==> src/rtl/rv32_trap_ctrl_pkg.sv <==
// Shared types and constants for the RV32 machine-mode trap sequencer.
// Latency: n/a (declarations only).
// Backpressure: n/a.
package rv32_trap_pkg;

    // Trap-entry and MRET sequences share one state register.
    typedef enum logic [2:0] {
        ST_IDLE,
        ST_EPC,
        ST_CAUSE,
        ST_TVAL,
        ST_STATUS,
        ST_REDIRECT,
        ST_MSTATUS,
        ST_MREDIR
    } state_t;

    localparam logic [11:0] CSR_MSTATUS = 12'h300;
    localparam logic [11:0] CSR_MEPC    = 12'h341;
    localparam logic [11:0] CSR_MCAUSE  = 12'h342;
    localparam logic [11:0] CSR_MTVAL   = 12'h343;

    localparam logic [4:0] CAUSE_MSI       = 5'd3;
    localparam logic [4:0] CAUSE_MTI       = 5'd7;
    localparam logic [4:0] CAUSE_MEI       = 5'd11;
    localparam logic [4:0] CAUSE_PLAT_BASE = 5'd16;
    localparam logic [4:0] CAUSE_ILLEGAL   = 5'd2;

    localparam int MSTATUS_MIE    = 3;
    localparam int MSTATUS_MPIE   = 7;
    localparam int MSTATUS_MPP_LO = 11;
    localparam int MSTATUS_MPP_HI = 12;

    localparam logic [1:0] PRIV_M = 2'b11;
    localparam logic [1:0] PRIV_U = 2'b00;

    // Environment calls carry no useful mtval.
    function automatic logic is_ecall(input logic [4:0] code);
        return (code == 5'd8) || (code == 5'd9) || (code == 5'd11);
    endfunction

endpackage

==> src/rtl/rv32_trap_ctrl_if.sv <==
// Pipeline and CSR-file side signals of the trap sequencer.
// Latency: n/a (wiring only).
// Backpressure: stall tells the core to hold while a sequence runs.
interface rv32_trap_ctrl_if #(parameter int NUM_PLAT_IRQ = 8);
    logic                    exc_valid;
    logic [4:0]              exc_cause;
    logic [31:0]             exc_tval;
    logic [31:0]             cur_pc;
    logic                    instr_boundary;
    logic                    mret;
    logic                    irq_meip;
    logic                    irq_mtip;
    logic                    irq_msip;
    logic [NUM_PLAT_IRQ-1:0] plat_irq;
    logic [31:0]             mstatus_i;
    logic [31:0]             mie_i;
    logic [31:0]             mtvec_i;
    logic [31:0]             mepc_i;
    logic                    csr_we;
    logic [11:0]             csr_addr;
    logic [31:0]             csr_wdata;
    logic                    redirect_valid;
    logic [31:0]             redirect_pc;
    logic                    stall;
    logic [1:0]              priv_o;
    logic                    trap_active;

    modport master (
        output exc_valid, exc_cause, exc_tval, cur_pc, instr_boundary, mret,
               irq_meip, irq_mtip, irq_msip, plat_irq,
               mstatus_i, mie_i, mtvec_i, mepc_i,
        input  csr_we, csr_addr, csr_wdata, redirect_valid, redirect_pc,
               stall, priv_o, trap_active
    );

    modport slave (
        input  exc_valid, exc_cause, exc_tval, cur_pc, instr_boundary, mret,
               irq_meip, irq_mtip, irq_msip, plat_irq,
               mstatus_i, mie_i, mtvec_i, mepc_i,
        output csr_we, csr_addr, csr_wdata, redirect_valid, redirect_pc,
               stall, priv_o, trap_active
    );
endinterface

==> src/rtl/rv32_trap_ctrl_irq_prio.sv <==
// Fixed-priority interrupt picker: platform (lowest index) > MEI > MSI > MTI.
// Latency: combinational, zero cycles.
// Backpressure: none; the caller decides whether to take the interrupt.
module rv32_irq_prio
    import rv32_trap_pkg::*;
#(
    parameter int NUM_PLAT_IRQ = 8
) (
    // Packed as {plat[N-1:0], meip, mtip, msip}
    input  logic [NUM_PLAT_IRQ+2:0] pending,
    input  logic [NUM_PLAT_IRQ+2:0] enable,
    output logic                    irq_valid,
    output logic [4:0]              irq_cause
);
    localparam int IDX_MSI  = 0;
    localparam int IDX_MTI  = 1;
    localparam int IDX_MEI  = 2;
    localparam int IDX_PLAT = 3;

    logic [NUM_PLAT_IRQ+2:0] active;

    assign active    = pending & enable;
    assign irq_valid = |active;

    // Later assignments override earlier ones, so the list runs lowest priority first.
    always_comb begin
        irq_cause = 5'd0;
        if (active[IDX_MTI]) irq_cause = CAUSE_MTI;
        if (active[IDX_MSI]) irq_cause = CAUSE_MSI;
        if (active[IDX_MEI]) irq_cause = CAUSE_MEI;
        for (int i = NUM_PLAT_IRQ - 1; i >= 0; i--) begin
            if (active[IDX_PLAT + i]) irq_cause = CAUSE_PLAT_BASE + 5'(i);
        end
    end
endmodule

==> src/rtl/rv32_trap_ctrl.sv <==
// Trap/MRET sequencer: arbitrates exceptions vs interrupts vs MRET, writes CSRs, redirects fetch.
// Latency: trap accept N -> redirect N+5; MRET accept N -> redirect N+2. Vectored mode: RV32_TRAP_CTRL_VECTORED_EN.
// Backpressure: stall=1 outside IDLE; events offered then are dropped and must be re-presented.
module rv32_trap_ctrl
    import rv32_trap_pkg::*;
#(
    parameter int         NUM_PLAT_IRQ = 8,
    parameter logic [1:0] RESET_PRIV   = 2'b11
) (
    input  logic clk,
    input  logic reset,
    rv32_trap_ctrl_if.slave bus
);
    state_t      state, state_nxt;
    logic [31:0] lat_pc, lat_cause, lat_tval;
    logic        accept_trap;
    logic [31:0] acc_cause, acc_tval;
    logic        irq_valid, irq_take;
    logic [4:0]  irq_cause;
    logic [1:0]  priv_q, mpp_ret;
    logic        trap_q;
    logic [31:0] status_trap, status_mret, trap_target;
    logic        csr_we, redirect_valid;
    logic [11:0] csr_addr;
    logic [31:0] csr_wdata, redirect_pc;

    rv32_irq_prio #(.NUM_PLAT_IRQ(NUM_PLAT_IRQ)) u_prio (
        .pending   ({bus.plat_irq, bus.irq_meip, bus.irq_mtip, bus.irq_msip}),
        .enable    ({bus.mie_i[CAUSE_PLAT_BASE +: NUM_PLAT_IRQ], bus.mie_i[CAUSE_MEI],
                     bus.mie_i[CAUSE_MTI], bus.mie_i[CAUSE_MSI]}),
        .irq_valid (irq_valid),
        .irq_cause (irq_cause)
    );

    // U-mode is always interruptible by M-level interrupts; M-mode only with MIE set.
    assign irq_take = bus.instr_boundary && irq_valid
                   && (bus.mstatus_i[MSTATUS_MIE] || priv_q == PRIV_U);

    // mstatus images for trap entry and MRET, built from the live CSR value.
    always_comb begin
        status_trap                                 = bus.mstatus_i;
        status_trap[MSTATUS_MPIE]                   = bus.mstatus_i[MSTATUS_MIE];
        status_trap[MSTATUS_MIE]                    = 1'b0;
        status_trap[MSTATUS_MPP_HI:MSTATUS_MPP_LO]  = priv_q;
        status_mret                                 = bus.mstatus_i;
        status_mret[MSTATUS_MIE]                    = bus.mstatus_i[MSTATUS_MPIE];
        status_mret[MSTATUS_MPIE]                   = 1'b1;
        status_mret[MSTATUS_MPP_HI:MSTATUS_MPP_LO]  = PRIV_U;
        // Only M and U exist; any other MPP encoding returns to U.
        mpp_ret = (bus.mstatus_i[MSTATUS_MPP_HI:MSTATUS_MPP_LO] == PRIV_M) ? PRIV_M : PRIV_U;
    end

    // Trap vector: base address, optionally offset by cause for interrupts in vectored mode.
    always_comb begin
        trap_target = {bus.mtvec_i[31:2], 2'b00};
`ifdef RV32_TRAP_CTRL_VECTORED_EN
        if (lat_cause[31] && bus.mtvec_i[1:0] == 2'b01)
            trap_target = trap_target + {25'd0, lat_cause[4:0], 2'b00};
`endif
    end

`ifndef RV32_TRAP_CTRL_VECTORED_EN
    logic unused_mtvec_mode;
    assign unused_mtvec_mode = ^bus.mtvec_i[1:0];
`endif

    // Next-state, arbitration and per-state CSR/redirect outputs.
    always_comb begin
        state_nxt      = state;
        accept_trap    = 1'b0;
        acc_cause      = 32'd0;
        acc_tval       = 32'd0;
        csr_we         = 1'b0;
        csr_addr       = 12'd0;
        csr_wdata      = 32'd0;
        redirect_valid = 1'b0;
        redirect_pc    = 32'd0;
        unique case (state)
            ST_IDLE: begin
                if (bus.exc_valid) begin
                    accept_trap = 1'b1;
                    acc_cause   = {27'd0, bus.exc_cause};
                    acc_tval    = is_ecall(bus.exc_cause) ? 32'd0 : bus.exc_tval;
                end else if (irq_take) begin
                    accept_trap = 1'b1;
                    acc_cause   = {1'b1, 26'd0, irq_cause};
                end else if (bus.mret) begin
                    if (priv_q == PRIV_U) begin
                        accept_trap = 1'b1;
                        acc_cause   = {27'd0, CAUSE_ILLEGAL};
                    end else begin
                        state_nxt = ST_MSTATUS;
                    end
                end
                if (accept_trap) state_nxt = ST_EPC;
            end
            ST_EPC: begin
                csr_we    = 1'b1;
                csr_addr  = CSR_MEPC;
                csr_wdata = lat_pc & ~32'd3;
                state_nxt = ST_CAUSE;
            end
            ST_CAUSE: begin
                csr_we    = 1'b1;
                csr_addr  = CSR_MCAUSE;
                csr_wdata = lat_cause;
                state_nxt = ST_TVAL;
            end
            ST_TVAL: begin
                csr_we    = 1'b1;
                csr_addr  = CSR_MTVAL;
                csr_wdata = lat_tval;
                state_nxt = ST_STATUS;
            end
            ST_STATUS: begin
                csr_we    = 1'b1;
                csr_addr  = CSR_MSTATUS;
                csr_wdata = status_trap;
                state_nxt = ST_REDIRECT;
            end
            ST_REDIRECT: begin
                redirect_valid = 1'b1;
                redirect_pc    = trap_target;
                state_nxt      = ST_IDLE;
            end
            ST_MSTATUS: begin
                csr_we    = 1'b1;
                csr_addr  = CSR_MSTATUS;
                csr_wdata = status_mret;
                state_nxt = ST_MREDIR;
            end
            ST_MREDIR: begin
                redirect_valid = 1'b1;
                redirect_pc    = bus.mepc_i;
                state_nxt      = ST_IDLE;
            end
            default: state_nxt = ST_IDLE;
        endcase
    end

    // State register; reset abandons any sequence in flight.
    always_ff @(posedge clk or posedge reset) begin
        if (reset) state <= ST_IDLE;
        else       state <= state_nxt;
    end

    // Capture the accepted event so later CSR writes do not depend on the core holding it.
    always_ff @(posedge clk or posedge reset) begin
        if (reset) begin
            lat_pc    <= 32'd0;
            lat_cause <= 32'd0;
            lat_tval  <= 32'd0;
        end else if (accept_trap) begin
            lat_pc    <= bus.cur_pc;
            lat_cause <= acc_cause;
            lat_tval  <= acc_tval;
        end
    end

    // Privilege and trap_active change only at the end of the redirect-side states.
    always_ff @(posedge clk or posedge reset) begin
        if (reset) begin
            priv_q <= RESET_PRIV;
            trap_q <= 1'b0;
        end else begin
            if (state == ST_REDIRECT) begin
                priv_q <= PRIV_M;
                trap_q <= 1'b1;
            end
            if (state == ST_MSTATUS) priv_q <= mpp_ret;
            if (state == ST_MREDIR)  trap_q <= 1'b0;
        end
    end

    assign bus.csr_we         = csr_we;
    assign bus.csr_addr       = csr_addr;
    assign bus.csr_wdata      = csr_wdata;
    assign bus.redirect_valid = redirect_valid;
    assign bus.redirect_pc    = redirect_pc;
    assign bus.stall          = (state != ST_IDLE);
    assign bus.priv_o         = priv_q;
    assign bus.trap_active    = trap_q;
endmodule

==> src/flat_wrapper.sv <==
// flat-port wrapper written by rule: the top's interface ports become plain ports
module rv32_trap_ctrl_flat import rv32_trap_pkg::*;
#(
    parameter int         NUM_PLAT_IRQ = 8,
    parameter logic [1:0] RESET_PRIV   = 2'b11
)
  (clk, reset, bus_exc_valid, bus_exc_cause, bus_exc_tval, bus_cur_pc, bus_instr_boundary, bus_mret, bus_irq_meip, bus_irq_mtip, bus_irq_msip, bus_plat_irq, bus_mstatus_i, bus_mie_i, bus_mtvec_i, bus_mepc_i, bus_csr_we, bus_csr_addr, bus_csr_wdata, bus_redirect_valid, bus_redirect_pc, bus_stall, bus_priv_o, bus_trap_active);
  rv32_trap_ctrl_if #(.NUM_PLAT_IRQ(NUM_PLAT_IRQ)) bus_i ();
  input  logic clk;
  input  logic reset;
  input wire logic [$bits(bus_i.exc_valid)-1:0] bus_exc_valid;
  input wire logic [$bits(bus_i.exc_cause)-1:0] bus_exc_cause;
  input wire logic [$bits(bus_i.exc_tval)-1:0] bus_exc_tval;
  input wire logic [$bits(bus_i.cur_pc)-1:0] bus_cur_pc;
  input wire logic [$bits(bus_i.instr_boundary)-1:0] bus_instr_boundary;
  input wire logic [$bits(bus_i.mret)-1:0] bus_mret;
  input wire logic [$bits(bus_i.irq_meip)-1:0] bus_irq_meip;
  input wire logic [$bits(bus_i.irq_mtip)-1:0] bus_irq_mtip;
  input wire logic [$bits(bus_i.irq_msip)-1:0] bus_irq_msip;
  input wire logic [$bits(bus_i.plat_irq)-1:0] bus_plat_irq;
  input wire logic [$bits(bus_i.mstatus_i)-1:0] bus_mstatus_i;
  input wire logic [$bits(bus_i.mie_i)-1:0] bus_mie_i;
  input wire logic [$bits(bus_i.mtvec_i)-1:0] bus_mtvec_i;
  input wire logic [$bits(bus_i.mepc_i)-1:0] bus_mepc_i;
  output wire logic [$bits(bus_i.csr_we)-1:0] bus_csr_we;
  output wire logic [$bits(bus_i.csr_addr)-1:0] bus_csr_addr;
  output wire logic [$bits(bus_i.csr_wdata)-1:0] bus_csr_wdata;
  output wire logic [$bits(bus_i.redirect_valid)-1:0] bus_redirect_valid;
  output wire logic [$bits(bus_i.redirect_pc)-1:0] bus_redirect_pc;
  output wire logic [$bits(bus_i.stall)-1:0] bus_stall;
  output wire logic [$bits(bus_i.priv_o)-1:0] bus_priv_o;
  output wire logic [$bits(bus_i.trap_active)-1:0] bus_trap_active;
  assign bus_i.exc_valid = bus_exc_valid;
  assign bus_i.exc_cause = bus_exc_cause;
  assign bus_i.exc_tval = bus_exc_tval;
  assign bus_i.cur_pc = bus_cur_pc;
  assign bus_i.instr_boundary = bus_instr_boundary;
  assign bus_i.mret = bus_mret;
  assign bus_i.irq_meip = bus_irq_meip;
  assign bus_i.irq_mtip = bus_irq_mtip;
  assign bus_i.irq_msip = bus_irq_msip;
  assign bus_i.plat_irq = bus_plat_irq;
  assign bus_i.mstatus_i = bus_mstatus_i;
  assign bus_i.mie_i = bus_mie_i;
  assign bus_i.mtvec_i = bus_mtvec_i;
  assign bus_i.mepc_i = bus_mepc_i;
  assign bus_csr_we = bus_i.csr_we;
  assign bus_csr_addr = bus_i.csr_addr;
  assign bus_csr_wdata = bus_i.csr_wdata;
  assign bus_redirect_valid = bus_i.redirect_valid;
  assign bus_redirect_pc = bus_i.redirect_pc;
  assign bus_stall = bus_i.stall;
  assign bus_priv_o = bus_i.priv_o;
  assign bus_trap_active = bus_i.trap_active;
  rv32_trap_ctrl #(.NUM_PLAT_IRQ(NUM_PLAT_IRQ), .RESET_PRIV(RESET_PRIV)) u_core (.clk(clk), .reset(reset), .bus(bus_i));
endmodule
==> config.mk <==
export PLATFORM = sky130hd
export DESIGN_NAME = rv32_trap_ctrl_flat
export DESIGN_NICKNAME = d
export VERILOG_FILES = /design/src/rtl/rv32_trap_ctrl_pkg.sv /design/src/rtl/rv32_trap_ctrl_if.sv /design/src/rtl/rv32_trap_ctrl_irq_prio.sv /design/src/rtl/rv32_trap_ctrl.sv /design/src/flat_wrapper.sv
export SDC_FILE = /design/constraint.sdc
export NUM_CORES = 1
export LEC_CHECK = 0
export ABC_CLOCK_PERIOD_IN_PS = 4400
export CAP_MARGIN = 20
export CORE_AREA = 2 2 115 117
export CTS_CLUSTER_SIZE = 14
export DETAILED_ROUTE_END_ITERATION = 10
export DIE_AREA = 0 0 117 119
export GPL_ROUTABILITY_DRIVEN = 0
export PLACE_DENSITY_LB_ADDON = 0.08
export SETUP_SLACK_MARGIN = 0.4
export SLEW_MARGIN = 20
export SYNTH_ARGS = -nofsm -noshare
export SYNTH_HDL_FRONTEND = slang
export SYNTH_SLANG_ARGS = --single-unit
==> constraint.sdc <==
create_clock -name clk -period 4.4 [get_ports clk]
set_input_delay 0.88 -clock clk [delete_from_list [all_inputs] [get_ports clk]]
set_output_delay 0.88 -clock clk [all_outputs]
set_load 0.01 [all_outputs]
* Yosys cells after proc, flatten, opt, wreduce, memory -nomap -nowiden *
Index checks and enable logic that the tools add are counted.

word-level totals
  bits in registers = 102
  input bits = 213
  output and inout bits = 82
  word-level logic and storage cells = 78

operators by class
  eq/ne operators = 15
  muxes and demuxes = 41
  bitwise gates (word level) = 1
  reductions and logical operators = 15

operators with widths
  operator                                             number
  2-to-1 mux 32 bit                                    7
  one-hot mux 32 bit (5 select lines)                  1
  one-hot mux 32 bit (2 select lines)                  1
  2-to-1 mux 5 bit                                     10
  one-hot mux 10 bit (4 select lines)                  1
  one-hot mux 3 bit (7 select lines)                   1
  2-to-1 mux 3 bit                                     6
  equality test 5 x 4 -> 1 bit, second input constant  3
  equality test 3 bit, second input constant           4
  AND 11 bit                                           1
  OR reduction 11 bit                                  1
  2-to-1 mux 1 bit                                     10
  2-to-1 mux 2 bit                                     4
  equality test 3 x 2 -> 1 bit, second input constant  2
  != test 3 x 2 -> 1 bit, second input constant        2
  != test 3 bit, second input constant                 2
  OR reduction 5 bit                                   1
  AND reduction 4 bit                                  1
  nonzero test 2 bit                                   2
  OR reduction 2 bit                                   2
  equality test 3 x 1 -> 1 bit, second input constant  1
  zero test 3 bit                                      1
  logical OR 1 bit                                     3
  nonzero test 3 bit                                   1
  3 further kinds                                      4

* Logic depth before layout (Yosys ltp) *
Gate-level depths: netlist (run 1).

  depth after elaboration = 15
  mapped depth = 7
  depth with buffers taken out = 5

* Hierarchy *
From an unflattened synthesis (run 1), not the netlist that was laid out.

unflattened totals
  cells, all modules = 420
  area, all modules = 4255.3 sq um

modules (own cells, without submodules)
  module          instances  cells each  area an instance (sq um)  sequential area each (sq um)
  rv32_trap_ctrl  1          395         4102.7                    1828.0
  rv32_irq_prio   1          25          152.6                     0.0

* Least setup slack after synthesis (run 1) *
OpenSTA, ideal clock, no wires.

  kind = register -> output
  start = reg u_core.state[0]
  end = out bus_redirect_pc[20]
  arrival = 1.506 ns
  required time = 3.520 ns
  setup slack = 2.014 ns
  stages on the path, launching flop included = 7
  path buffers = 3
  cells stage by stage = dfrtp_1 buf_2 nor2b_1 and2_1 clkbuf_1 clkbuf_1 a22o_1

between the ends
  longest elaborated chain between the ends = 2
  elaborated cells between the ends (all ways) = 3
  those cells by class = eq/ne: 2; mux: 1

RTL lines
  element                                  RTL line               text
  start, declared                          rv32_trap_ctrl.sv:14   state_t state, state_nxt;
  start signal, assigned                   rv32_trap_ctrl.sv:144  else state <= state_nxt;
  equality test 3 bit                      rv32_trap_ctrl.sv:78   unique case (state)
  one-hot mux 32 bit (2 select lines) (*)  rv32_trap_ctrl.sv:78
  end, declared                            flat_wrapper.sv:29     output wire logic [$bits(bus_i.redirect_pc)-1:0] bus_redirect_pc;

Mark *: on every way between the ends. The rest lies on a longest branch, timed or not.

* Final worst setup path (run 1) *
  start = reg u_core.state[2]
  end = out bus_csr_wdata[7]

between the ends
  longest elaborated chain between the ends = 2
  elaborated cells between the ends (all ways) = 6
  those cells by class = eq/ne: 5; mux: 1

RTL lines
  element                                      RTL line              text
  equality test 3 bit (tied with other cells)  rv32_trap_ctrl.sv:78
  one-hot mux 32 bit (5 select lines) (*)      rv32_trap_ctrl.sv:78
  end, declared                                flat_wrapper.sv:27    output wire logic [$bits(bus_i.csr_wdata)-1:0] bus_csr_wdata;

Marked as above.

==> flow_metrics.py, run 1 <==
metrics = {
    "drt": {
        "drc": 0,
        "vias_per_cell": 5.01,
        "routed_wl_um": 14800,
        "drt.antenna.violating_nets": 0,
        "vias": 4142,
        "dr.pass1.iters": 4,
        "drtIter0Drc": 179,
        "wl_per_cell_um": 17.9,
    },
    "power": {
        "seq_power_share": 0.277,
        "p_int_mw": 2.92,
        "p_total_mw": 4.54,
        "p_leak_nw": 3.05,
        "cellPowerDensity_mw_per_mm2": 624,
        "pwr-share-comb": 0.563,
        "clkPwrFrac": 0.159,
        "peakVddDrop_uv": 252,
        "netSwitchingFraction": 0.356,
        "p_switching_mw": 1.62,
    },
    "yosys": {
        "synth.cell_area_mm2": 0.00423,
        "synth.top_cells.by_area": "dfrtp_1 (43%), a22o_1 (13%), mux2_4 (10%)",
        "synthTopCellsByCount": "dfrtp_1 (72), a22o_1 (64), nand2_1 (41)",
        "yosysMostFrequentCell": "dfrtp_1",
        "postSynthCellCount": 395,
        "ys.flop_type": "dfrtp_1",
        "ys_ff_latch": 73,
        "synth_top_area_share": 0.426,
        "yosysSeqAreaShare": 0.433,
        "async_reset_ff_frac": 1.00,
        "synth_edf_count": 0,
        "synth_area_per_cell_um2": 10.7,
        "yosysWarnings": 0,
        "yosys.area.top_type": "dfrtp_1",
        "ys_types": 44,
    },
    "sta": {
        "rsz0062_at_grt": "no",
        "setup_viol": 0,
        "relSlewSlack": 0.501,
        "finClkSkew_ns": 0.00595,
        "finalCriticalPeriod_ns": 3.59,
        "finalHoldViolCount": 0,
        "fin_crit_sh": 0.816,
        "slew_violations": 0,
        "fin_tns_setup_ns": 0,
        "whs_ns": 0.477,
        "max_clock_freq_mhz": 279,
        "setup_slack_ns": 0.811,
        "tightestPinTransition_ns": 0.748,
    },
    "clock_tree": {
        "clk_pin_slew_ns": 0.06,
        "cts.repair.resized": 0,
        "clk_latency_ns": 0.33,
        "clock_path_buffers": 2,
        "cts_tree": "done",
        "post_cts_buffers": 0,
        "cts_buffers": 9,
        "cts_hold_buf": 0,
        "cts_htree_levels": 3,
        "cts_sinks": 73,
        "cts-root-buf": "clkbuf_16",
    },
    "floorplan": {
        "rows": 42,
        "die_area_mm2": 0.0139,
        "initial_core_util": 0.328,
        "floorplan.die.width_um": 117,
        "ios": 295,
        "core_area_mm2": 0.0129,
        "dieHeight_um": 119,
    },
    "setup_path": {
        "crit_slowest_cell": "dfrtp_1",
        "crit_type": "reg2out",
        "endpoint_kind": "primary output",
        "cp_cell_sequence": "nand2b_1 -> clkinv_1 -> a21oi_1 -> o21ai_0 -> clkdlybuf4s50_1",
        "required_ns": 3.52,
        "crit_start": "u_core.state[2]",
        "arrival_ns": 2.71,
        "cpPeakStageDelay_ns": 0.64,
        "critPathMaxFanout": 15,
        "worstSetupStartpointType": "register",
        "r2r_start": "u_core.state[1]",
    },
    "global_routing": {
        "grt_pass1_wl_um": 23100,
        "track_usage": 0.213,
        "first_global_vias": 4318,
        "grt_max_degree": 43,
        "gr-total-overflow": 0,
        "antenna_found_initial": 0,
    },
    "layout": {
        "instances_no_fill": 826,
        "fin_util": 0.566,
        "drive_gt1_frac": 0.105,
        "antenna-diode-count": 0,
        "area_growth_pct": 72.4,
        "fin_nets": 858,
        "finish.instance_area_mm2": 0.00729,
    },
    "hold_path": {
        "hold_class": "reg2reg",
        "hp-start": "u_core.lat_cause[31]",
    },
    "job": {
        "max_cap_viol_count": 0,
    },
    "place": {
        "io_buffers": 262,
        "dpl.cell_count": 810,
        "post-place-ws_ns": 1.04,
        "placed_cell_area_mm2": 0.00699,
        "dpl.hpwl_um": 11200,
    },
    "run_status": {
        "outcome": "finished clean",
    },
}
==> worst paths after layout <==
| kind | endpoint | slack [ns] | cells after the start |
|---|---|---|---|
| hold / removal | u_core.lat_cause[31] | 0.48 | 1 |
| hold reg to reg | u_core.lat_cause[31] | 0.48 | 1 |
| setup / recovery | bus_csr_wdata[7] | 0.81 | 5 |
| max in group asynchronous | u_core.bus.priv_o[0] | 2.49 | 3 |
| setup reg to reg | u_core.lat_pc[24] | 1.55 | 6 |
| min in group asynchronous | u_core.lat_pc[23] | 0.99 | 2 |
==> critical path: cells and delay by family, from the launching register on <==
| family | cells | cell delay [ns] |
|---|---|---|
| buffers and inverters | 2 | 0.93 |
| AO/OA/AOI/OAI | 2 | 0.32 |
| AND/OR/NAND/NOR | 1 | 0.49 |
| flip-flops | 1 | 0.64 |
==> placed cells by master (no fill, tap or decap), types with 2 or more instances in the layout <==
cell / count
conb_1: 7
inv_1: 5
nor3_1: 3
clkinv_2: 2
a221o_1: 5
a21oi_1: 8
mux2_2: 2
o21ai_0: 36
dfrtp_1: 71
buf_4: 10
nor2_1: 13
nand2b_1: 3
a22o_1: 64
and3_1: 4
a22oi_1: 9
mux2_4: 29
nand3_1: 3
clkbuf_16: 9
mux2i_1: 30
clkinvlp_4: 2
clkdlybuf4s50_1: 262
and2_1: 4
nand2_1: 41
==> power by group through the flow <==
stage                     sequential, mW  combinational, mW  clock [mW]
after floorplan                     1.17               1.52           0
after global placement              1.26               2.55           0
after detailed placement            1.27               2.57           0
after CTS                           1.26               2.59       0.743
after global routing                1.31               2.77       0.773
final                               1.26               2.56       0.725
==> area by class of cell <==
class	instances	area [um2]
Clock buffer	10	229
Clock inverter	6	67.6
Fill cell	1124	5590
Inverter	8	31.3
Multi-Input combinational cell	280	2190
Sequential cell	73	1830
Tap cell	176	220
Timing Repair Buffer	273	2720
==> registers in the layout, summed over array words and instances (netlist names) <==
register / count
u_core.bus.trap_active: 1
u_core.lat_pc: 30
u_core.lat_cause: 6
u_core.bus.priv_o: 1
u_core.state: 3
u_core.lat_tval: 32
==> per-layer routing <==
layer  routed length [um]  part of all wire  vias up  track usage
met5                    0                 0        -            0
met3                  906             0.061       19       0.0489
met1                 6670              0.45     2011        0.296
met4                  273             0.018        0       0.0566
met2                 6960              0.47      151        0.332
li1                     -                 -     1961            -
==> cells by family (layout without fill, tap and decap cells) <==
logic type,Yosys count,after routing,synth area share
AO/OA/AOI/OAI,134,134,0.240
AND/OR/NAND/NOR,77,77,0.0838
flip-flops,73,73,0.433
multiplexers,61,61,0.179
buffers and inverters,48,297,0.0613
other,1,7,0.000888
XOR/XNOR,1,1,0.00207
(Power assumes the default switching activity.)
==> run 2: changes to the inputs <==
--- a/config.mk
+++ b/config.mk
@@ -5,7 +5,7 @@
 export SDC_FILE = /design/constraint.sdc
 export NUM_CORES = 1
 export LEC_CHECK = 0
-export ABC_CLOCK_PERIOD_IN_PS = 4400
+export ABC_CLOCK_PERIOD_IN_PS = 3550
 export CAP_MARGIN = 20
 export CORE_AREA = 2 2 115 117
 export CTS_CLUSTER_SIZE = 14
==> constraint.sdc (replaced) <==
create_clock -name clk -period 3.55 [get_ports clk]
set_input_delay 0.71 -clock clk [delete_from_list [all_inputs] [get_ports clk]]
set_output_delay 0.71 -clock clk [all_outputs]
set_load 0.01 [all_outputs]
==> flow_metrics.py, run 2 (same netlist as run 1, synthesis figures left out) <==
metrics = {
    "drt": {
        "vias_per_cell": 4.95,
        "wl_per_cell_um": 18.0,
        "vias": 4081,
        "routed_wl_um": 14900,
        "dr.pass1.iters": 6,
        "drt.antenna.violating_nets": 0,
        "drtIter0Drc": 153,
        "drc": 0,
    },
    "clock_tree": {
        "cts_buffers": 9,
        "clk_latency_ns": 0.33,
        "cts_htree_levels": 3,
        "post_cts_buffers": 0,
        "clk_pin_slew_ns": 0.05,
        "cts_tree": "done",
        "cts-root-buf": "clkbuf_16",
        "cts.repair.resized": 1,
        "cts_hold_buf": 0,
        "cts_sinks": 73,
        "clock_path_buffers": 2,
    },
    "power": {
        "pwr-share-comb": 0.578,
        "p_int_mw": 3.64,
        "p_total_mw": 5.66,
        "cellPowerDensity_mw_per_mm2": 774,
        "netSwitchingFraction": 0.356,
        "p_leak_nw": 3.06,
        "peakVddDrop_uv": 346,
        "clkPwrFrac": 0.155,
        "p_switching_mw": 2.02,
        "seq_power_share": 0.267,
    },
    "setup_path": {
        "endpoint_kind": "primary output",
        "crit_type": "reg2out",
        "arrival_ns": 2.32,
        "required_ns": 2.84,
        "worstSetupStartpointType": "register",
        "critPathMaxFanout": 23,
    },
    "layout": {
        "fin_nets": 859,
        "antenna-diode-count": 0,
        "fin_util": 0.568,
        "seq_area_mm2": 0.00183,
        "area_growth_pct": 73.1,
        "largest-register": "u_core.lat_tval",
        "final_common_cell": "clkdlybuf4s50_1",
        "multiInputGateArea_mm2": 0.00220,
        "layout_common_cells": "clkdlybuf4s50_1 (262), dfrtp_1 (71), a22o_1 (64)",
        "fillers": 1161,
        "finish.instance_area_mm2": 0.00731,
        "drive_gt1_frac": 0.108,
        "reg_top3": "u_core.lat_tval (32), u_core.lat_pc (30), u_core.lat_cause (6)",
        "largest_reg_flops": 32,
    },
    "job": {
        "max_cap_viol_count": 0,
    },
    "floorplan": {
        "ios": 295,
        "rows": 42,
        "die_area_mm2": 0.0139,
        "core_area_mm2": 0.0129,
        "initial_core_util": 0.328,
        "dieHeight_um": 119,
        "floorplan.die.width_um": 117,
    },
    "sta": {
        "finalHoldViolCount": 0,
        "finalCriticalPeriod_ns": 3.03,
        "setup_viol": 0,
        "finClkSkew_ns": 0.00938,
        "max_clock_freq_mhz": 330,
        "slew_violations": 0,
        "relSlewSlack": 0.569,
        "fin_crit_sh": 0.854,
        "rsz0062_at_grt": "yes",
        "fin_tns_setup_ns": 0,
        "tightestPinTransition_ns": 0.646,
    },
    "global_routing": {
        "grt_max_degree": 74,
        "grt_use_met3": 0.0387,
        "grt_pass1_wl_um": 23000,
        "antenna_found_initial": 0,
        "grt.met2_usage": 0.353,
        "grt.busiest_layer": "met2",
        "met1_usage": 0.286,
        "gr-total-overflow": 0,
        "first_global_vias": 4225,
        "track_usage": 0.213,
    },
    "run_status": {
        "outcome": "finished clean",
    },
    "place": {
        "io_buffers": 262,
        "dpl.hpwl_um": 11100,
        "placed_cell_area_mm2": 0.00702,
    },
    "hold_path": {
        "hold_class": "reg2reg",
    },
}
[run 2: cell type report]
| cell class | count | area share |
|---|---|---|
| Clock buffer | 9 | 0.0308 |
| Multi-Input combinational cell | 280 | 0.300 |
| Inverter | 8 | 0.00428 |
| Clock inverter | 5 | 0.00804 |
| Tap cell | 176 | 0.0301 |
| Timing Repair Buffer | 274 | 0.376 |
| Sequential cell | 73 | 0.250 |
[run 2: power groups by stage]
stage | registers, mW | clock network, mW | logic, mW
2_1_floorplan | 1.44 | 0 | 1.88
3_3_place_gp | 1.50 | 0 | 3.24
3_5_place_dp | 1.52 | 0 | 3.28
4_1_cts | 1.51 | 0.889 | 3.30
5_1_grt | 1.57 | 0.930 | 3.54
6_report | 1.51 | 0.875 | 3.27
[run 2: layer usage]
layer	wire [um]	vias up	part of all wire
li1	-	1953	-
met1	6640	1995	0.45
met2	7230	124	0.49
met3	873	9	0.059
met4	131	0	0.0088
met5	0	-	0
[run 2: path summary, 6_finish.rpt]
path / slack, ns / start / cells after the start / endpoint
worst max register to register: 1.25 / u_core.bus.priv_o[0] / 6 / u_core.lat_tval[16]
worst max-delay path: 0.52 / u_core.state[0] / 5 / bus_csr_wdata[13]
min in group asynchronous: 0.77 / reset / 3 / u_core.lat_pc[18]
worst min register to register: 0.48 / u_core.lat_cause[31] / 1 / u_core.lat_cause[31]
max in group asynchronous: 2.42 / reset / 3 / u_core.bus.priv_o[0]
worst min-delay path: 0.48 / u_core.lat_cause[31] / 1 / u_core.lat_cause[31]
[run 2: critical path: stages, from the launching register on]
cell             delay [ns]
dfrtp_1                0.43
nor2b_4                0.55
buf_4                  0.29
nand2_1                0.06
o21ai_0                0.08
clkdlybuf4s50_1        0.58
[run 2: stage by stage]
stage               hold slack [ns]  setup slack (ns)  cells
floorplan                     0.449             0.988    401
global placement              0.462             0.630    811
detailed placement            0.469             0.599    811
CTS                           0.481             0.434    825
global route                  0.512             0.398    825
finish                        0.482             0.519    825
==> run 3: changes to the inputs <==
--- a/config.mk
+++ b/config.mk
@@ -12,8 +12,7 @@
 export DETAILED_ROUTE_END_ITERATION = 10
 export DIE_AREA = 0 0 117 119
 export GPL_ROUTABILITY_DRIVEN = 0
-export PLACE_DENSITY_LB_ADDON = 0.08
-export SETUP_SLACK_MARGIN = 0.4
+export PLACE_DENSITY_LB_ADDON = 0.1
 export SLEW_MARGIN = 20
 export SYNTH_ARGS = -nofsm -noshare
 export SYNTH_HDL_FRONTEND = slang
==> flow_metrics.py, run 3 (same netlist as run 1, synthesis figures left out) <==
metrics = {
    "sta": {
        "rsz0062_at_grt": "no",
        "finalCriticalPeriod_ns": 3.17,
        "slew_violations": 0,
        "fin_crit_sh": 0.892,
        "finalHoldViolCount": 0,
        "relSlewSlack": 0.525,
        "setup_slack_ns": 0.385,
        "max_clock_freq_mhz": 316,
        "whs_ns": 0.484,
        "finClkSkew_ns": 0.00521,
        "fin_tns_setup_ns": 0,
        "tightestPinTransition_ns": 0.713,
        "setup_viol": 0,
    },
    "floorplan": {
        "rows": 42,
        "die_area_mm2": 0.0139,
        "ios": 295,
        "initial_core_util": 0.328,
        "floorplan.die.width_um": 117,
        "dieHeight_um": 119,
        "core_area_mm2": 0.0129,
    },
    "global_routing": {
        "antenna_found_initial": 1,
        "grt_pass1_wl_um": 22900,
        "first_global_vias": 4243,
        "grt_max_degree": 58,
        "track_usage": 0.212,
        "gr-total-overflow": 0,
    },
    "clock_tree": {
        "cts_htree_levels": 3,
        "cts_buffers": 9,
        "cts_sinks": 73,
        "cts_hold_buf": 0,
        "clk_pin_slew_ns": 0.06,
        "post_cts_buffers": 0,
        "cts_tree": "done",
        "clock_path_buffers": 2,
        "clk_latency_ns": 0.32,
        "cts.repair.resized": 0,
        "cts-root-buf": "clkbuf_16",
    },
    "drt": {
        "wl_per_cell_um": 18.1,
        "drt.antenna.violating_nets": 0,
        "vias": 4169,
        "drtIter0Drc": 157,
        "dr.pass1.iters": 5,
        "routed_wl_um": 15100,
        "vias_per_cell": 5.02,
        "drc": 0,
    },
    "place": {
        "io_buffers": 262,
        "dpl.hpwl_um": 11400,
        "post-place-ws_ns": 0.588,
    },
    "layout": {
        "layout_common_cells": "clkdlybuf4s50_1 (262), dfrtp_1 (71), a22o_1 (64)",
        "seq_area_mm2": 0.00183,
        "area_growth_pct": 73.4,
        "final_common_cell": "clkdlybuf4s50_1",
        "largest_reg_flops": 32,
        "fin_nets": 861,
        "largest-register": "u_core.lat_tval",
        "fillers": 1161,
        "drive_gt1_frac": 0.110,
        "reg_top3": "u_core.lat_tval (32), u_core.lat_pc (30), u_core.lat_cause (6)",
        "fin_util": 0.569,
        "multiInputGateArea_mm2": 0.00219,
    },
    "job": {
        "max_cap_viol_count": 0,
    },
    "setup_path": {
        "reg2reg_depth": 6,
        "crit_start": "u_core.state[1]",
        "r2r_start": "u_core.state[0]",
        "crit_type": "reg2out",
        "cp_cell_sequence": "nor2b_1 -> and2_1 -> buf_4 -> a22o_1 -> clkdlybuf4s50_1",
        "crit_cells": 5,
        "arrival_ns": 2.46,
        "r2r-end": "u_core.lat_pc[17]",
        "worstSetupStartpointType": "register",
        "critPathMaxFanout": 31,
        "crit_family": "buffers and inverters",
        "required_ns": 2.84,
        "endpoint_kind": "primary output",
        "r2r_slack_ns": 1.23,
        "cpPeakStageDelay_ns": 0.60,
        "crit_end": "bus_redirect_pc[2]",
        "crit_slowest_cell": "clkdlybuf4s50_1",
        "worstPathBufferInverterCount": 2,
    },
    "power": {
        "netSwitchingFraction": 0.354,
        "p_total_mw": 5.68,
        "p_int_mw": 3.67,
        "pwr-share-comb": 0.567,
        "clkPwrFrac": 0.161,
        "peakVddDrop_uv": 355,
        "seq_power_share": 0.273,
        "p_leak_nw": 3.08,
        "p_switching_mw": 2.01,
        "cellPowerDensity_mw_per_mm2": 775,
    },
    "run_status": {
        "outcome": "finished clean",
    },
    "hold_path": {
        "hold_class": "reg2reg",
    },
}
## run 3: stage by stage
stage | cell area (um2) | std cells
after CTS | 7320 | 829
after global routing | 7330 | 830
after detailed placement | 7020 | 813
after global placement | 7020 | 813
final | 7330 | 830
after floorplan | 4250 | 401
## run 3: worst min path at each step
stage	endpoint	depth (start not counted)	slack, ns	start
2_1_floorplan	u_core.lat_cause[31]	1	0.45	u_core.lat_cause[31]
3_3_place_gp	u_core.lat_cause[31]	1	0.46	u_core.lat_cause[31]
4_1_cts	u_core.lat_cause[31]	1	0.48	u_core.lat_cause[31]
5_1_grt	u_core.lat_cause[31]	1	0.49	u_core.lat_cause[31]
3_5_place_dp	u_core.lat_cause[31]	1	0.47	u_core.lat_cause[31]
6_report	u_core.lat_cause[31]	1	0.48	u_core.lat_cause[31]
## run 3: area by class of cell
cell class                      count  share of cell area
Timing Repair Buffer              276               0.376
Multi-Input combinational cell    280               0.298
Sequential cell                    73               0.250
Clock buffer                       10              0.0326
Tap cell                          176              0.0300
Clock inverter                      6             0.00905
Inverter                            8             0.00444
Antenna cell                        1            0.000341
## run 3: power groups by stage
| stage | clock, mW | sequential (mW) | combinational [mW] |
|---|---|---|---|
| finish | 0.914 | 1.55 | 3.22 |
| detailed placement | 0 | 1.56 | 3.24 |
| floorplan | 0 | 1.44 | 1.88 |
| CTS | 0.934 | 1.55 | 3.26 |
| global placement | 0 | 1.54 | 3.21 |
| global route | 0.974 | 1.61 | 3.48 |
## run 3: per-layer routing
layer  GRT usage  part of all wire  wire (um)
met1       0.254              0.39       5810
met2       0.375              0.51       7630
met5           0                 0          0
met4      0.0603             0.015        221
met3      0.0514             0.092       1390
==> variant 1, RTL diff (flow settings as in run 3) <==
Build with the macro `RV32_TRAP_CTRL_VECTORED_EN` defined.
--- a/src/rtl/rv32_trap_ctrl.sv
+++ b/src/rtl/rv32_trap_ctrl.sv
@@ -3,2 +3,4 @@
 // Backpressure: stall=1 outside IDLE; events offered then are dropped and must be re-presented.
+`define RV32_TRAP_CTRL_VECTORED_EN
+
 module rv32_trap_ctrl
Function: changed (a bounded check fails within 10 cycles, from zero or initial values and one cycle with reset high).
==> variant 1 against run 3 <==
- power up 9.0%
- worst hold slack better by 18 ps
- wire length up 24%
- area after synthesis up 19%
- cell area up 21%
- sequential cell count unchanged
- fmax down 10%
- worst setup slack worse by 370 ps
- highest routed layer unchanged
==> variant 1: results (changes against run 3) <==
Parameter                              Value

Pwr
  LEAKAGE    3.87 nW (was 3.08 nW)
  Maximum resistive drop on vdd    0.501 mV (was 0.355 mV)

Finish
  Share of cells above drive strength 1    0.216 (was 0.110)
  Ant. Diodes    0 (was 1)
  Number of nets in the layout    1071 (was 861)
  Final cell utilization of the core    0.688 (was 0.569)
  Total of fill cells in the finished design    1022 (was 1161)

Synth
  Sequential fraction of the synthesis area    0.364 (was 0.433)
  Cell types with the largest area share after synthesis    sky130_fd_sc_hd__dfrtp_1 (36%), sky130_fd_sc_hd__mux2_2 (8.3%), sky130_fd_sc_hd__o21ai_0 (6.6%) (was sky130_fd_sc_hd__dfrtp_1 (43%), sky130_fd_sc_hd__a22o_1 (13%), sky130_fd_sc_hd__mux2_4 (10%))
  Commonest cells in the synthesized netlist    sky130_fd_sc_hd__dfrtp_1 (72), sky130_fd_sc_hd__o21ai_0 (66), sky130_fd_sc_hd__nand2_1 (52) (was sky130_fd_sc_hd__dfrtp_1 (72), sky130_fd_sc_hd__a22o_1 (64), sky130_fd_sc_hd__nand2_1 (41))
  Fraction of registers with async set/reset    1.00 (unchanged)
  Yosys warnings    0 (unchanged)
  Count of cell types in the netlist    61 (was 44)
  Synthesized instance count    549 (was 395)

Placement
  Post-placement cell area    0.00816 mm² (was 0.00702 mm²)
  Port Buf Inserts    264 (was 262)
  Placed Cells    1000 (was 813)
  Worst slack at placement    -673 ps (was 588 ps)

Route
  Detailed-route via count    5562 (was 4169)
  Ratio of routed vias to standard cells    5.38 (was 5.02)
  DRT iter0 DRCs    239 (was 157)
  Final WL    18.7 mm (was 15.1 mm)

GRT
  Combined global-route utilization of all metal layers    0.255 (was 0.212)
  First-pass GRT wire length    27.8 mm (was 22.9 mm)
  Antenna violations before repair    0 (was 1)
  Pin count of the biggest net entering global routing    74 (was 58)

Outcome
  Result of the run    complete, no violations (unchanged)

STA
  Worst clock skew    8.69 ps (was 5.21 ps)
  Worst-margin pin slew    600 ps (was 713 ps)

Setup path
  WP data arrival    2820 ps (was 2460 ps)
  Maximum fanout encountered on the critical timing path    6 (was 31)
[variant 1: layer usage]
layer | routed length [µm] | vias up | track usage
li1 | - | 2627 | -
met1 | 6940 | 2655 | 0.275
met2 | 9600 | 241 | 0.466
met3 | 1550 | 39 | 0.0646
met4 | 585 | 0 | 0.103
met5 | 0 | - | 0
[variant 1: worst max-delay path: stages]
cell and delay, ps:
sky130_fd_sc_hd__dlygate4sd2_1 250, sky130_fd_sc_hd__ha_2 190, sky130_fd_sc_hd__fa_2 370, sky130_fd_sc_hd__a211oi_4 320, sky130_fd_sc_hd__o21bai_1 120, sky130_fd_sc_hd__buf_4 170, sky130_fd_sc_hd__nand3_1 110, sky130_fd_sc_hd__xor2_1 230
sky130_fd_sc_hd__a21oi_1 100, sky130_fd_sc_hd__clkdlybuf4s15_1 230
[variant 1: cell type report]
cell class,count,share of cell area
repair buffers,335,0.365
clock buffers,10,0.0259
flip-flops and latches,73,0.207
inverters,10,0.00424
multi-input cells,423,0.363
clock inverters,6,0.0103
well taps,176,0.0249
[variant 1: through the flow]
stage / power (mW) / TNS [ps]
after floorplan: 3.38 / 0
after global placement: 4.96 / -12430
after detailed placement: 5.07 / -13700
after CTS: 6.17 / -621
after global routing: 6.59 / -67.8
final: 6.19 / 0
[variant 1: timing repair]
item	CTS	global route
buffers inserted	12	5
endpoints found under the setup margin	27	23
pin swaps	18	19
resized for setup	87	52
endpoints found under the hold margin	0	0
hold buffers	0	0
[variant 1: logic make-up after synthesis]
| family | after synthesis | share of synthesized area |
|---|---|---|
| XOR/XNOR | 17 | 0.0296 |
| AND/OR/NAND/NOR | 156 | 0.169 |
| flip-flops | 73 | 0.364 |
| AO/OA/AOI/OAI | 170 | 0.222 |
| adder cells (fa/ha/maj) | 6 | 0.0164 |
| other | 1 | 0.000746 |
| multiplexers | 67 | 0.143 |
| buffers and inverters | 59 | 0.0558 |
[variant 1: path summary, 6_finish.rpt]
check | from | to | slack, ps | cells past startpoint
worst max-delay path | bus_mtvec_i[2] | bus_redirect_pc[14] | 20 | 10
worst min-delay path | u_core.lat_pc[17] | u_core.lat_pc[17] | 500 | 1
worst max register to register | u_core.state[1] | u_core.lat_cause[4] | 940 | 7
worst min register to register | u_core.lat_pc[17] | u_core.lat_pc[17] | 500 | 1
max in group asynchronous | reset | u_core.bus.priv_o[0] | 2430 | 3
min in group asynchronous | reset | u_core.lat_pc[20] | 780 | 3
[variant 1: report_power, final]
group	leakage [nW]	switching [mW]	internal (mW)	total (mW)
clock network	0.157	0.354	0.619	0.973
registers	0.897	0.286	1.23	1.52
logic	2.81	1.74	1.96	3.70
==> variant 2, RTL diff (settings of run 3) <==
Made on the original files. Encoding of `state_t`: now one-hot (8 bits for 8 states).
--- a/src/rtl/rv32_trap_ctrl_pkg.sv
+++ b/src/rtl/rv32_trap_ctrl_pkg.sv
@@ -6,11 +6,11 @@
     // Trap-entry and MRET sequences share one state register.
-    typedef enum logic [2:0] {
-        ST_IDLE,
-        ST_EPC,
-        ST_CAUSE,
-        ST_TVAL,
-        ST_STATUS,
-        ST_REDIRECT,
-        ST_MSTATUS,
-        ST_MREDIR
+    typedef enum logic [7:0] {
+        ST_IDLE     = 8'b00000001,
+        ST_EPC      = 8'b00000010,
+        ST_CAUSE    = 8'b00000100,
+        ST_TVAL     = 8'b00001000,
+        ST_STATUS   = 8'b00010000,
+        ST_REDIRECT = 8'b00100000,
+        ST_MSTATUS  = 8'b01000000,
+        ST_MREDIR   = 8'b10000000
     } state_t;
Behaviour: no difference found for any inputs over 10 cycles, from zero or initial values and one cycle with reset high; not proved beyond that.
==> variant 2 against run 3 <==
- sequential cell count grew 5
- synthesized cell count shrank 8.4%
- power shrank 23%
- fmax shrank 8.9%
- register-to-register slack lost 290 ps
- worst hold slack is essentially flat
- global-route usage grew 0.061 points
- area after synthesis shrank 2.2%
- worst setup slack lost 310 ps
- cell area grew 2.2%
- critical path depth grew 2
- count of clock-buffer cells in the layout is the same
- wire length grew 3.0%
- largest power group unchanged
==> variant 2: results (changes against run 3) <==
Parameter                              Value

STA
  Final setup margin    76.8 ps (was 385 ps)
  Worst clock skew    7.60 ps (was 5.21 ps)
  Worst-margin pin slew    932 ps (was 713 ps)

Outcome
  Result of the run    complete, no violations (unchanged)

Route
  Routed wire length on met3    1.50 mm (was 1.39 mm)
  Met2 layer wire length in the routed design    7.59 mm (was 7.63 mm)
  DRT iter0 DRCs    235 (was 157)
  Routed metal-1 wirelength    6.08 mm (was 5.81 mm)
  Final WL    15.5 mm (was 15.1 mm)
  Ratio of routed vias to standard cells    5.19 (was 5.02)
  Detailed-routing iteration count for the pre-antenna-repair pass    6 (was 5)

Pwr
  Switching power of the nets    1.44 mW (was 2.01 mW)
  Maximum resistive drop on vdd    0.294 mV (was 0.355 mV)
  LEAKAGE    3.52 nW (was 3.08 nW)
  Fraction of power consumed by the clock network    0.225 (was 0.161)
  Total power per unit cell area    585 mW/mm² (was 775 mW/mm²)

Synth
  Xor and xnor fraction of the mapped netlist area    0.00212 (was 0.00207)
  Commonest cells in the synthesized netlist    sky130_fd_sc_hd__dfrtp_1 (76), sky130_fd_sc_hd__a22o_1 (67), sky130_fd_sc_hd__inv_1 (30) (was sky130_fd_sc_hd__dfrtp_1 (72), sky130_fd_sc_hd__a22o_1 (64), sky130_fd_sc_hd__nand2_1 (41))
  Cell types with the largest area share after synthesis    sky130_fd_sc_hd__dfrtp_1 (46%), sky130_fd_sc_hd__a22o_1 (14%), sky130_fd_sc_hd__mux2_1 (7.6%) (was sky130_fd_sc_hd__dfrtp_1 (43%), sky130_fd_sc_hd__a22o_1 (13%), sky130_fd_sc_hd__mux2_4 (10%))
  Multiplexer fraction of the synthesized cell area    0.0844 (was 0.179)
  Synthesized instance count    362 (was 395)
  Fraction of registers with async set/reset    1.00 (unchanged)
  Count of cell types in the netlist    47 (was 44)
  Compound-cell area share of the yosys netlist    0.274 (was 0.240)

Finish
  Ant. Diodes    0 (was 1)
  Share of cells above drive strength 1    0.101 (was 0.110)
  Post-layout instance count excluding filler cells    808 (was 830)
  Number of nets in the layout    841 (was 861)
  Biggest registers after layout    u_core.lat_tval: 32 flops, u_core.lat_pc: 30 flops, u_core.state: 8 flops (was u_core.lat_tval: 32 flops, u_core.lat_pc: 30 flops, u_core.lat_cause: 6 flops)

Placement
  Worst slack at placement    242 ps (was 588 ps)
  Placed Cells    787 (was 813)

GRT
  Met2 Track Usage GR    0.371 (was 0.375)
  Combined global-route utilization of all metal layers    0.213 (was 0.212)
  Antenna violations before repair    0 (was 1)
  Met3 track demand over resource    0.0560 (was 0.0514)
  GR Util met1    0.249 (was 0.254)

Setup path
  Maximum fanout encountered on the critical timing path    15 (was 31)
  WP data arrival    2760 ps (was 2460 ps)

Clock tree
  Buffers inserted during post-CTS setup optimization    3 (was 0)
  Post_cts resized    6 (was 0)
## variant 2: cell types whose count changed in the layout (fill, tap and decap cells not counted), moves of 19 or more
cell / change
sky130_fd_sc_hd__mux2i_1: -30
sky130_fd_sc_hd__a222oi_1: +25
sky130_fd_sc_hd__nand2_1: -28
sky130_fd_sc_hd__o21ai_0: -31
sky130_fd_sc_hd__inv_1: +24
sky130_fd_sc_hd__mux2_4: -29
sky130_fd_sc_hd__mux2_1: +28
sky130_fd_sc_hd__dlymetal6s2s_1: +19
sky130_fd_sc_hd__clkdlybuf4s50_1: -19
## variant 2: final timing paths
path / depth (start not counted) / slack (ps) / end / startpoint
worst max-delay path: 7 / 80 / bus_csr_wdata[6] / u_core.state[2]
worst min-delay path: 1 / 480 / u_core.lat_cause[2] / u_core.lat_cause[2]
worst max register to register: 5 / 940 / u_core.lat_pc[17] / u_core.state[0]
worst min register to register: 1 / 480 / u_core.lat_cause[2] / u_core.lat_cause[2]
max in group asynchronous: 3 / 1960 / u_core.lat_tval[18] / reset
min in group asynchronous: 2 / 860 / u_core.lat_pc[14] / reset
## variant 2: worst max-delay path: stages (launching register included)
cell	delay, ps
sky130_fd_sc_hd__dfrtp_2	440
sky130_fd_sc_hd__or4_4	530
sky130_fd_sc_hd__or3_4	390
sky130_fd_sc_hd__nor2_4	190
sky130_fd_sc_hd__buf_12	180
sky130_fd_sc_hd__a222oi_1	100
sky130_fd_sc_hd__inv_1	80
sky130_fd_sc_hd__clkdlybuf4s50_1	530
## variant 2: cell type report
type / instances / area [µm²]
fillers: 1130 / 5390
repair buffers: 284 / 2930
inverters: 31 / 118
multi-input cells: 224 / 1940
clock inverters: 5 / 81.3
clock buffers: 10 / 239
flip-flops and latches: 78 / 1960
well taps: 176 / 220
